**src/rtl/chi_stream_pkg.sv**
```systemverilog
`default_nettype none
// ============================================================================
// Module   : chi_stream_pkg
// Purpose  : Shared types and constants for the Keccak slice pipeline
//            (pi, chi and iota stages).
// Revision : 1.0
// ============================================================================
package chi_stream_pkg;

    localparam int SLICE_W  = 25;
    localparam int ROW_W    = 5;
    localparam int NUM_ROWS = 5;

    // Within a slice, lane A[x][y] is stored at bit LANE_Y_STRIDE*y + x.
    localparam int LANE_Y_STRIDE = ROW_W;
    localparam int LANE_X_STRIDE = 1;

    typedef logic [SLICE_W-1:0] slice_t;

    typedef logic [1:0] chi_state_t;
    localparam chi_state_t ST_IDLE  = 2'd0;
    localparam chi_state_t ST_RUN   = 2'd1;
    localparam chi_state_t ST_DRAIN = 2'd2;
    localparam chi_state_t ST_DONE  = 2'd3;

    function automatic int lane_idx(input int x, input int y);
        return LANE_Y_STRIDE * y + LANE_X_STRIDE * x;
    endfunction

endpackage
`default_nettype wire

```
**src/rtl/chi_stream_if.sv**
```systemverilog
`default_nettype none
// ============================================================================
// Module   : chi_stream_if
// Purpose  : Slice-stream handshake bundle between the upstream permute stage,
//            the chi stage and the downstream iota stage / writer.
// Revision : 1.0
// ============================================================================
interface chi_stream_if #(
    parameter int IDX_W = 6
);
    import chi_stream_pkg::*;

    logic             start;
    logic             in_valid;
    slice_t           in_slice;
    logic             in_ready;
    logic             out_valid;
    slice_t           out_slice;
    logic [IDX_W-1:0] out_index;
    logic             out_ready;
    logic             busy;
    logic             done;

    // Controller / environment side.
    modport master (
        output start, in_valid, in_slice, out_ready,
        input  in_ready, out_valid, out_slice, out_index, busy, done
    );

    // Chi stage side.
    modport slave (
        input  start, in_valid, in_slice, out_ready,
        output in_ready, out_valid, out_slice, out_index, busy, done
    );

endinterface
`default_nettype wire

```
**src/rtl/chi_slice.sv**
```systemverilog
`default_nettype none
// ============================================================================
// Module   : chi_slice
// Purpose  : Combinational chi over one 25-bit slice: five independent rows,
//            B[x] = A[x] ^ (~A[x+1] & A[x+2]) with x taken mod 5.
// Revision : 1.0
// ============================================================================
module chi_slice
    import chi_stream_pkg::*;
(
    input  slice_t i_slice,
    output slice_t o_slice
);

    for (genvar y = 0; y < NUM_ROWS; y++) begin : g_row
        for (genvar x = 0; x < ROW_W; x++) begin : g_lane
            assign o_slice[lane_idx(x, y)] =
                i_slice[lane_idx(x, y)] ^
                (~i_slice[lane_idx((x + 1) % ROW_W, y)] &
                  i_slice[lane_idx((x + 2) % ROW_W, y)]);
        end
    end

endmodule
`default_nettype wire

```
**src/rtl/chi_stream.sv**
```systemverilog
`default_nettype none
// ============================================================================
// Module   : chi_stream
// Purpose  : Streaming Keccak chi stage; one 25-bit slice per cycle through a
//            single output register, framed by a start/done controller.
// Revision : 1.0
// ============================================================================
module chi_stream
    import chi_stream_pkg::*;
#(
    parameter int SLICES = 64,
    parameter int IDX_W  = 6
) (
    input  wire logic    clk,
    input  wire logic    rst,
    chi_stream_if.slave  bus
);

    localparam logic [IDX_W:0] c_last = (IDX_W + 1)'(SLICES - 1);
    localparam logic [IDX_W:0] c_one  = (IDX_W + 1)'(1);

    chi_state_t        r_state;
    chi_state_t        w_state_nxt;
    logic [IDX_W:0]    r_in_cnt;
    logic [IDX_W:0]    r_out_cnt;
    logic              r_out_valid;
    slice_t            r_out_slice;
    logic [IDX_W-1:0]  r_out_index;

    logic              w_in_ready;
    logic              w_busy;
    logic              w_done;
    logic              w_in_xfer;
    logic              w_out_xfer;
    slice_t            w_chi;

    assign w_in_xfer  = bus.in_valid && w_in_ready;
    assign w_out_xfer = r_out_valid && bus.out_ready;

    chi_slice u_chi (
        .i_slice (bus.in_slice),
        .o_slice (w_chi)
    );

    always_ff @(posedge clk) begin
        if (rst) begin
            r_state <= ST_IDLE;
        end else begin
            r_state <= w_state_nxt;
        end
    end

    always_comb begin
        w_state_nxt = r_state;
        case (r_state)
            ST_IDLE:  if (bus.start)                          w_state_nxt = ST_RUN;
            ST_RUN:   if (w_in_xfer && (r_in_cnt == c_last))  w_state_nxt = ST_DRAIN;
            ST_DRAIN: if (w_out_xfer && (r_out_cnt == c_last)) w_state_nxt = ST_DONE;
            ST_DONE:                                          w_state_nxt = ST_IDLE;
            default:                                          w_state_nxt = ST_IDLE;
        endcase
    end

    // A new slice may enter whenever the output register is free or draining
    // this cycle; in_valid deliberately does not feed back into in_ready.
    always_comb begin
        w_in_ready = 1'b0;
        w_busy     = 1'b0;
        w_done     = 1'b0;
        case (r_state)
            ST_RUN: begin
                w_in_ready = !r_out_valid || bus.out_ready;
                w_busy     = 1'b1;
            end
            ST_DRAIN: w_busy = 1'b1;
            ST_DONE:  w_done = 1'b1;
            default: ;
        endcase
    end

    always_ff @(posedge clk) begin
        if (rst) begin
            r_in_cnt    <= '0;
            r_out_cnt   <= '0;
            r_out_valid <= 1'b0;
            r_out_slice <= '0;
            r_out_index <= '0;
        end else begin
            if ((r_state == ST_IDLE) && bus.start) begin
                r_in_cnt  <= '0;
                r_out_cnt <= '0;
            end else begin
                if (w_in_xfer)  r_in_cnt  <= r_in_cnt + c_one;
                if (w_out_xfer) r_out_cnt <= r_out_cnt + c_one;
            end

            if (w_in_xfer) begin
                r_out_slice <= w_chi;
                r_out_index <= r_in_cnt[IDX_W-1:0];
                r_out_valid <= 1'b1;
            end else if (w_out_xfer) begin
                r_out_valid <= 1'b0;
            end
        end
    end

    assign bus.in_ready  = w_in_ready;
    assign bus.out_valid = r_out_valid;
    assign bus.out_slice = r_out_slice;
    assign bus.out_index = r_out_index;
    assign bus.busy      = w_busy;
    assign bus.done      = w_done;

endmodule
`default_nettype wire

```
**src/flat_wrapper.sv**
```systemverilog
// flat-port wrapper written by rule: the top's interface ports become plain ports
module chi_stream_flat import chi_stream_pkg::*;
#(
    parameter int SLICES = 64,
    parameter int IDX_W  = 6
)
  (clk, rst, bus_start, bus_in_valid, bus_in_slice, bus_out_ready, bus_in_ready, bus_out_valid, bus_out_slice, bus_out_index, bus_busy, bus_done);
  chi_stream_if #(.IDX_W(IDX_W)) bus_i ();
  input  wire logic clk;
  input  wire logic rst;
  input wire logic [$bits(bus_i.start)-1:0] bus_start;
  input wire logic [$bits(bus_i.in_valid)-1:0] bus_in_valid;
  input wire logic [$bits(bus_i.in_slice)-1:0] bus_in_slice;
  input wire logic [$bits(bus_i.out_ready)-1:0] bus_out_ready;
  output wire logic [$bits(bus_i.in_ready)-1:0] bus_in_ready;
  output wire logic [$bits(bus_i.out_valid)-1:0] bus_out_valid;
  output wire logic [$bits(bus_i.out_slice)-1:0] bus_out_slice;
  output wire logic [$bits(bus_i.out_index)-1:0] bus_out_index;
  output wire logic [$bits(bus_i.busy)-1:0] bus_busy;
  output wire logic [$bits(bus_i.done)-1:0] bus_done;
  assign bus_i.start = bus_start;
  assign bus_i.in_valid = bus_in_valid;
  assign bus_i.in_slice = bus_in_slice;
  assign bus_i.out_ready = bus_out_ready;
  assign bus_in_ready = bus_i.in_ready;
  assign bus_out_valid = bus_i.out_valid;
  assign bus_out_slice = bus_i.out_slice;
  assign bus_out_index = bus_i.out_index;
  assign bus_busy = bus_i.busy;
  assign bus_done = bus_i.done;
  chi_stream #(.SLICES(SLICES), .IDX_W(IDX_W)) u_core (.clk(clk), .rst(rst), .bus(bus_i));
endmodule
```
**config.mk**
```make
export PLATFORM = sky130hd
export DESIGN_NAME = chi_stream_flat
export DESIGN_NICKNAME = d
export VERILOG_FILES = /design/src/rtl/chi_stream_pkg.sv /design/src/rtl/chi_stream_if.sv /design/src/rtl/chi_slice.sv /design/src/rtl/chi_stream.sv /design/src/flat_wrapper.sv
export SDC_FILE = /design/constraint.sdc
export NUM_CORES = 1
export LEC_CHECK = 0
export ABC_CLOCK_PERIOD_IN_PS = 1900
export CAP_MARGIN = 0
export CELL_PAD_IN_SITES_DETAIL_PLACEMENT = 1
export CELL_PAD_IN_SITES_GLOBAL_PLACEMENT = 1
export CORE_MARGIN = 5
export CORE_UTILIZATION = 28
export CTS_BUF_LIST = sky130_fd_sc_hd__clkbuf_4
export DETAILED_ROUTE_END_ITERATION = 8
export PLACE_DENSITY_LB_ADDON = 0.12
export SYNTH_ARGS = -nofsm -noshare
export SYNTH_HDL_FRONTEND = slang
export SYNTH_SLANG_ARGS = --single-unit
```
**constraint.sdc**
```tcl
create_clock -name clk -period 1.9 [get_ports clk]
set_clock_uncertainty 0.2 [all_clocks]
set_input_delay 0.38 -clock clk [delete_from_list [all_inputs] [get_ports clk]]
set_output_delay 0.38 -clock clk [all_outputs]
set_load 0.02 [all_outputs]
```
# Word-level counts from Yosys, hierarchy flattened

Index checks and enable logic that the tools add are counted.

Input bits: 30
Flip-flop bits (word level): 48

Add/sub/neg operators: 2
Reduce and logical (&&, ||, !) cells: 12
Equal/unequal tests: 8
Mux-type cells: 9
Bitwise gates (word level): 75

Operators by type and width:

| cell                                                                  | count |
|---|---|
| 1-bit bitwise AND                                                     | 25 |
| 1-bit inverter                                                        | 25 |
| 1-bit XOR                                                             | 25 |
| 7-bit by 1-bit adder with 7-bit output, second input constant         | 2 |
| 7-bit by 6-bit equality test with 1-bit output, second input constant | 2 |
| 2-bit case mux with 4 select lines                                    | 1 |
| 2-bit 2-to-1 mux                                                      | 3 |
| 1-bit logical AND                                                     | 5 |
| 1-bit 2-to-1 mux                                                      | 5 |
| 2-bit equality test, second input constant                            | 2 |
| 2-bit by 1-bit != test with 1-bit output, second input constant       | 2 |
| 2-bit OR reduction                                                    | 2 |
| 3-bit AND reduction                                                   | 1 |
| 2-bit by 1-bit equality test with 1-bit output, second input constant | 1 |
| 2-bit logical NOT                                                     | 1 |
| 2-bit != test, second input constant                                  | 1 |
| 2-bit nonzero test                                                    | 1 |
| 1-bit logical NOT                                                     | 1 |
| 1-bit logical OR                                                      | 1 |

# Logic depth before layout (Yosys ltp)

Gate-level depths: netlist (run 1).

Word-level depth: 7
Mapped depth: 8
Gate-level depth less buffers: 6

# Cells and area by module

From an unflattened synthesis (run 1), not the netlist that was laid out.

Cell total of the unflattened synthesis: 273
Area total of the unflattened synthesis: 2223.4 um^2

Modules (own cells, without submodules):

| module     | instances | cells an instance | area an instance (um^2) |
|---|---|---|---|
| chi_stream | 1         | 223               | 1848.0 |
| chi_slice  | 1         | 50                | 375.4 |

# Least setup slack after synthesis (run 1)

Ideal clock, no wire load.

Kind: reg2reg
Start: register u_core.r_state[1]
End: register u_core.r_state[1]
Path slack: 0.160 ns
Cell stages (with the launch flop): 7
Arrival: 1.413 ns
Required time: 1.573 ns
Path through: dfxtp_1 inv_1 ha_1 nand2_2 o41ai_4 and3_1 o31ai_1

Cells in the longest elaborated chain, start to end: 6

Ends and longest elaborated chain:

| what                                               | RTL line                           | RTL |
|---|---|---|
| start: declaration                                 | chi_stream.sv:22                   | `chi_state_t r_state;` |
| start signal: assignment                           | chi_stream.sv:49                   | `r_state <= w_state_nxt;` |
| 2-bit by 1-bit equality test with 1-bit output     | chi_stream.sv:55, chi_stream.sv:70 |  |
| 1-bit 2-to-1 mux                                   | chi_stream.sv:70                   | `case (r_state)` |
| 1-bit logical AND                                  | chi_stream.sv:37                   | `assign w_in_xfer = bus.in_valid && w_in_ready;` |
| 1-bit logical AND                                  | chi_stream.sv:57                   | `ST_RUN: if (w_in_xfer && (r_in_cnt == c_last)) w_state_nxt = ST_DRAIN;` |
| 2-bit by 1-bit != test with 1-bit output (no line) | n/a                                |  |
| 3-bit AND reduction (no line)                      | n/a                                |  |

Several ways; a longest one is shown, not always the timed one.
A chain may end at the register's enable or synchronous reset.

# Worst setup path after layout (run 1)

Start: register u_core.r_state[1]
End: output port bus_in_ready

Cells in the longest elaborated chain, start to end: 2

Ends and longest elaborated chain:

| what                                           | RTL line           | RTL |
|---|---|---|
| 2-bit by 1-bit equality test with 1-bit output | chi_stream.sv:70   |  |
| 1-bit 2-to-1 mux                               | chi_stream.sv:70   |  |
| end: declaration                               | flat_wrapper.sv:15 | `output wire logic [$bits(bus_i.in_ready)-1:0] bus_in_ready;` |

Every way passes these cells.

==> results of run 1 <==
[flip-flops by register name (all words and copies together) (netlist names)]
register and count:
u_core.bus.out_index 6, u_core.r_in_cnt 7, u_core.bus.out_slice 25, u_core.r_state 2, u_core.bus.out_valid 1, u_core.r_out_cnt 7
[tightest hold or removal path: stages, from the launching register on]
cell	delay [ps]
dfxtp_1	340
nand2_1	50
a21oi_1	50
[layout by cell type (no fill, tap or decap), types with 2 or more instances in the layout]
master / n
dfxtp_1: 46
nor2_1: 41
xnor2_1: 32
dlygate4sd2_1: 32
clkdlybuf4s50_1: 29
nor2b_1: 27
a211oi_1: 25
nand2_1: 19
buf_4: 14
a21oi_1: 7
xor2_1: 5
ha_1: 5
clkbuf_4: 5
nand4_1: 4
and3_1: 3
buf_12: 3
nand4b_1: 2
nand3_1: 2
nor4_1: 2
dfxtp_2: 2
[area by class of cell]
class                           count  area share [%]
Multi-Input combinational cell    192            39.6
Sequential cell                    48            29.6
Timing Repair Buffer               81            24.0
Tap cell                          105            4.04
Clock inverter                      3            1.31
Clock buffer                        5            1.15
Inverter                            2           0.231
[power by group through the flow]
| stage | Sequential [mW] | Combinational, mW | Clock (mW) |
|---|---|---|---|
| after global routing | 1.28 | 1.53 | 0.694 |
| final | 1.25 | 1.38 | 0.604 |
| after detailed placement | 1.28 | 1.41 | 0 |
| after floorplan | 1.42 | 0.621 | 0 |
| after CTS | 1.25 | 1.29 | 0.646 |
| after global placement | 1.28 | 1.39 | 0 |
[worst min-delay path by stage]
stage	to	slack (ps)	cells past startpoint
3_5_place_dp	u_core.bus.out_index[5]	260	2
2_1_floorplan	u_core.bus.out_index[1]	260	2
4_1_cts	u_core.bus.out_index[5]	270	2
5_1_grt	u_core.bus.out_index[2]	300	2
6_report	u_core.bus.out_index[4]	270	2
3_3_place_gp	u_core.bus.out_index[5]	250	2
[through the flow]
stage	cells	hold slack [ps]	TNS (ps)	instance area (um^2)	setup slack [ps]
global placement	426	246	-4270	3140	-311
CTS	434	274	0	3180	4.52
floorplan	256	262	0	2290	160
finish	436	269	0	3250	98.1
global route	436	298	0	3250	4.78
detailed placement	426	257	-5310	3140	-333
[layer usage]
metal	GRT usage, %	routed length [um]	vias up
met4	3.73	74	0
met2	19.5	2610	41
met1	14.5	2590	915
met3	3.82	303	5
met5	0	0	-
li1	-	-	1013
[timing repair]
action,4_1_cts,5_1_grt
hold buffers,0,0
setup endpoints to repair,35,34
resized for setup,44,13
endpoints found under the hold margin,0,0
pin swaps,0,1
cloned,0,1
buffers inserted,0,1
[kinds of logic after synthesis]
kind of cell / Yosys count
and+or+nand+nor: 109
adders and majority gates: 7
xor gates and xnor gates: 37
DFF: 48
muxes: 1
buffers and inverters: 16
AOI/OAI and AO/OA: 38
==> results.toml, run 1 <==
[logic_synthesis]
synth-xor-area-share_pct = 14.2
yosysMostFrequentCell = "dfxtp_1"
synth_compound_area_share_pct = 12.4
synth-seq-area-share_pct = 42.0
gate_count_of_the_mapped_netlist = 256
post_synth_and_or_nand_nor_area_fraction_pct = 23.9
mappedNetlistNets = 293
synth_edf_count = 0
ys_ff_latch = 48
synth_top_cells_by_count = "dfxtp_1, nor2_1, xnor2_1"
synth.top_cells.by_area = "dfxtp_1, xnor2_1, a211oi_1"
number_of_distinct_library_cells_after_synthesis = 35
synth_top_cell_by_area = "dfxtp_1"
dominantRegCellSynth = "dfxtp_1"
synth_top_cell_area_share_pct = 42.0
synth-warning-count = 0
mappedNetlistArea_um2 = 2290
synth.avg_cell_area_um2 = 8.94
yosys.area_share.adder_pct = 3.83
muxShareOfSynthArea_pct = 0.437
synth_async_sr_flop_share_pct = 0
dominant_combinational_cell_family_by_area_after_synthesis = "simple AND/OR/NAND/NOR gates"

[power]
power_frac_seq_pct = 38.7
total_power_mw = 3.24
power-per-cell-area_nw_per_um2 = 996
power.switching_mw = 1.15
static-leakage-power_nw = 1.26
p_int_mw = 2.09
comb_power_share_pct = 42.7
worst_ir_drop_vdd_mv = 0.338
power.share.switching_pct = 35.4
clock_power_share_pct = 18.7

[flow_run]
drv_cap = 0

[critical_path]
critPathKind = "reg -> out"
crit_cells = 4
critPathLaunchType = "flop"
crit_arrival_ps = 1220
timing.reg2reg.setup_slack_ps = 140
worstPathBufferInverterCount = 2
end_kind = "output pin"
worst_path_dominant_cell_family = "flip-flops"
cp_data_required_time_ps = 1320
crit-reg2reg-capture = "u_core.r_state[1]"
cpMaxStageDelayCell = "dfxtp_2"
path_cells = "inv_2 -> ha_2 -> nor2b_2 -> buf_4"
worst_path_largest_cell_delay_ps = 360
cells_on_worst_reg2reg_path = 5
cp_max_fo = 3
rr_startpoint = "u_core.r_in_cnt[0]"
crit_path_start = "u_core.r_state[1]"
endpoint = "bus_in_ready"

[die]
initial_core_util_pct = 28.3
die_area_um2 = 10100
ios = 65
dieHeight_um = 100
dieWidth_um = 100
std_cell_rows = 33
placeableCoreArea_um2 = 8090

[placement]
detailedPlacementHpwl_mm = 4.11
port_buffers = 64
routabilityCongestion = 0.714

[cells_and_area]
num_antenna_cells = 0
drive_above_1_share_pct = 11.5
area_growth_pct = 42.0
area_taken_by_flip_flops_and_latches_um2 = 963
area_taken_by_multi_input_logic_gates_um2 = 1290
finalCoreUtilization_pct = 40.2
fillers = 963
layout.nets = 367

[clocking]
cts.root.buffer_cell = "clkbuf_4"
cts-buffers-inserted = 5
cts_sinks = 48
tritoncts = "built"
cts_max_level = 2
clock_path_buffers = 2
insertion_delay_ps = 360
clkTransAtPathRegs_ps = 150

[grt]
first_pass_grt_wire_length_mm = 9.76
grt-ovfl-total = 0
grt_antenna_before_repair = 0
grt_pass1_vias = 2146
grt_max_degree = 42
track_usage_pct = 11.8

[detailed_routing]
drt-pass1-iter-count = 4
drt_first_iter_violations = 47
dr_total_vias = 1974
ant_nets = 0
wl_per_cell_um = 12.8
detail_route.vias_per_cell = 4.53
drcViolationCount = 0
drt-total-wl_mm = 5.57

[timing]
grt_setup_unrepaired = "yes"
timing.final.setup_violations = 0
timing.fmax_mhz = 555
layout_worst_path_cycle_share_pct = 94.8
period_needed_ps = 1800
worst_pin_slew_ps = 299
endpoints_failing_hold = 0
finalMaxSlewViolations = 0
worst_slew_margin_rel_pct = 79.9

[min_path]
min-delay-path-class = "reg -> reg"
hp-start = "u_core.bus.out_index[4]"

[status]
run_status = "completed"
No activity file was read; power rests on OpenSTA's default activity.
==> run 2, diff against run 1 <==
CORE_UTILIZATION = 36   (was 28)
==> run 2 against run 1 <==
Setup slack got worse by 43 ps. Count of clock-buffer cells in the layout unchanged. Largest power group unchanged. Wire length increased by 1.9%. Core utilization increased by 11 points.
==> results.toml, run 2 (same netlist as run 1, synthesis figures left out) <==
[timing]
finalMaxSlewViolations = 0
worst_pin_slew_ps = 327
layout_worst_path_cycle_share_pct = 97.1
fin_tns_setup_ps = 0
endpoints_failing_hold = 0
timing.final.setup_violations = 0
timing.final.ws_setup_ps = 54.7
grt_setup_unrepaired = "yes"
timing.fmax_mhz = 542
hold-worst-slack_ps = 266
period_needed_ps = 1850
worst_slew_margin_rel_pct = 78.0

[clocking]
clock_path_buffers = 2
cts_max_level = 2
insertion_delay_ps = 370
clkTransAtPathRegs_ps = 150
cts-buffers-inserted = 5
cts.root.buffer_cell = "clkbuf_4"
cts_sinks = 48
tritoncts = "built"

[power]
worst_ir_drop_vdd_mv = 0.400
power-per-cell-area_nw_per_um2 = 1020
static-leakage-power_nw = 1.27
total_power_mw = 3.29

[grt]
grt_antenna_before_repair = 0
grt-ovfl-total = 0
grt_pass1_vias = 2178
track_usage_pct = 14.2
grt_max_degree = 29
first_pass_grt_wire_length_mm = 9.63

[cells_and_area]
fin_cells = 413
num_antenna_cells = 0
drive_above_1_share_pct = 13.4
area_growth_pct = 41.1
layout_common_cells = "dfxtp_1, nor2_1, xnor2_1, dlygate4sd2_1, clkdlybuf4s50_1"
largest_register_ff_count = 25
finalCoreUtilization_pct = 51.5
layout.nets = 372
layout.cell_area.non_filler_um2 = 3230
final_common_cell = "dfxtp_1"

[critical_path]
path_cells = "inv_1 -> ha_1 -> buf_4"
critPathLaunchType = "flop"
crit_cells = 3
worst_path_dominant_cell_family = "flip-flops"
end_kind = "output pin"
worstPathBufferInverterCount = 2
endpoint = "bus_busy"
cells_on_worst_reg2reg_path = 9
cpMaxStageDelayCell = "dfxtp_2"
critPathKind = "reg -> out"
rr_startpoint = "u_core.r_state[1]"
crit_arrival_ps = 1270
crit_path_start = "u_core.r_state[0]"
worst_path_largest_cell_delay_ps = 380
timing.reg2reg.setup_slack_ps = 110
cp_data_required_time_ps = 1320
crit-reg2reg-capture = "u_core.r_in_cnt[0]"
cp_max_fo = 4

[detailed_routing]
dr_total_vias = 2015
wl_per_cell_um = 13.8
drt-pass1-iter-count = 2
ant_nets = 0
drcViolationCount = 0
drt-total-wl_mm = 5.68
drt_first_iter_violations = 30
detail_route.vias_per_cell = 4.88

[placement]
routabilityCongestion = 0.743
dpl.cell_count = 402
detailedPlacementHpwl_mm = 4.24
port_buffers = 64
postPlaceCellArea_um2 = 3130
place_ws_ps = -429

[die]
dieWidth_um = 89.8
ios = 65
placeableCoreArea_um2 = 6280
die_area_um2 = 8060
std_cell_rows = 29
initial_core_util_pct = 36.5
dieHeight_um = 89.8

[min_path]
min-delay-path-class = "reg -> reg"

[flow_run]
drv_cap = 0

[status]
run_status = "completed"
run 2: worst min path at each step:
stage,startpoint,to,slack [ps],cells after the start
after global routing,u_core.bus.out_index[5],u_core.bus.out_index[5],290,2
after global placement,u_core.bus.out_index[2],u_core.bus.out_index[2],240,2
final,u_core.bus.out_index[2],u_core.bus.out_index[2],270,2
after CTS,u_core.bus.out_index[2],u_core.bus.out_index[2],270,2
after floorplan,u_core.r_in_cnt[1],u_core.bus.out_index[1],260,2
after detailed placement,u_core.bus.out_index[2],u_core.bus.out_index[2],260,2
run 2: worst min-delay path, stage by stage (launching register included):
cell and delay [ps]:
dfxtp_1 340, nand2_1 50, a21oi_1 50
run 2: power breakdown:
part           switching [mW]  internal [mW]  leakage [nW]
combinational           0.739          0.684         0.838
sequential             0.0851           1.16         0.391
clock                   0.342          0.275        0.0412
run 2: area by class of cell:
class	count	area (um^2)
tap	77	96.3
sequential	48	963
clock inverter	3	42.5
fill	766	3050
clock buffer	5	37.5
inverter	2	7.51
timing repair buffer	86	802
multi-input combinational	192	1280
run 2: metal layers:
metal  track usage [%]  vias up  share of wire (%)
li1                  -     1012                  -
met1              15.5      958                 42
met2              25.2       38                 51
met3              5.93        7                6.3
met4              3.53        0                1.3
met5                 0        -                  0
run 2: repair_timing:
item,CTS,global route
endpoints found under the setup margin,35,25
cloned,0,1
hold buffers,0,0
buffers inserted,0,2
pin swaps,0,3
resized for setup,48,9
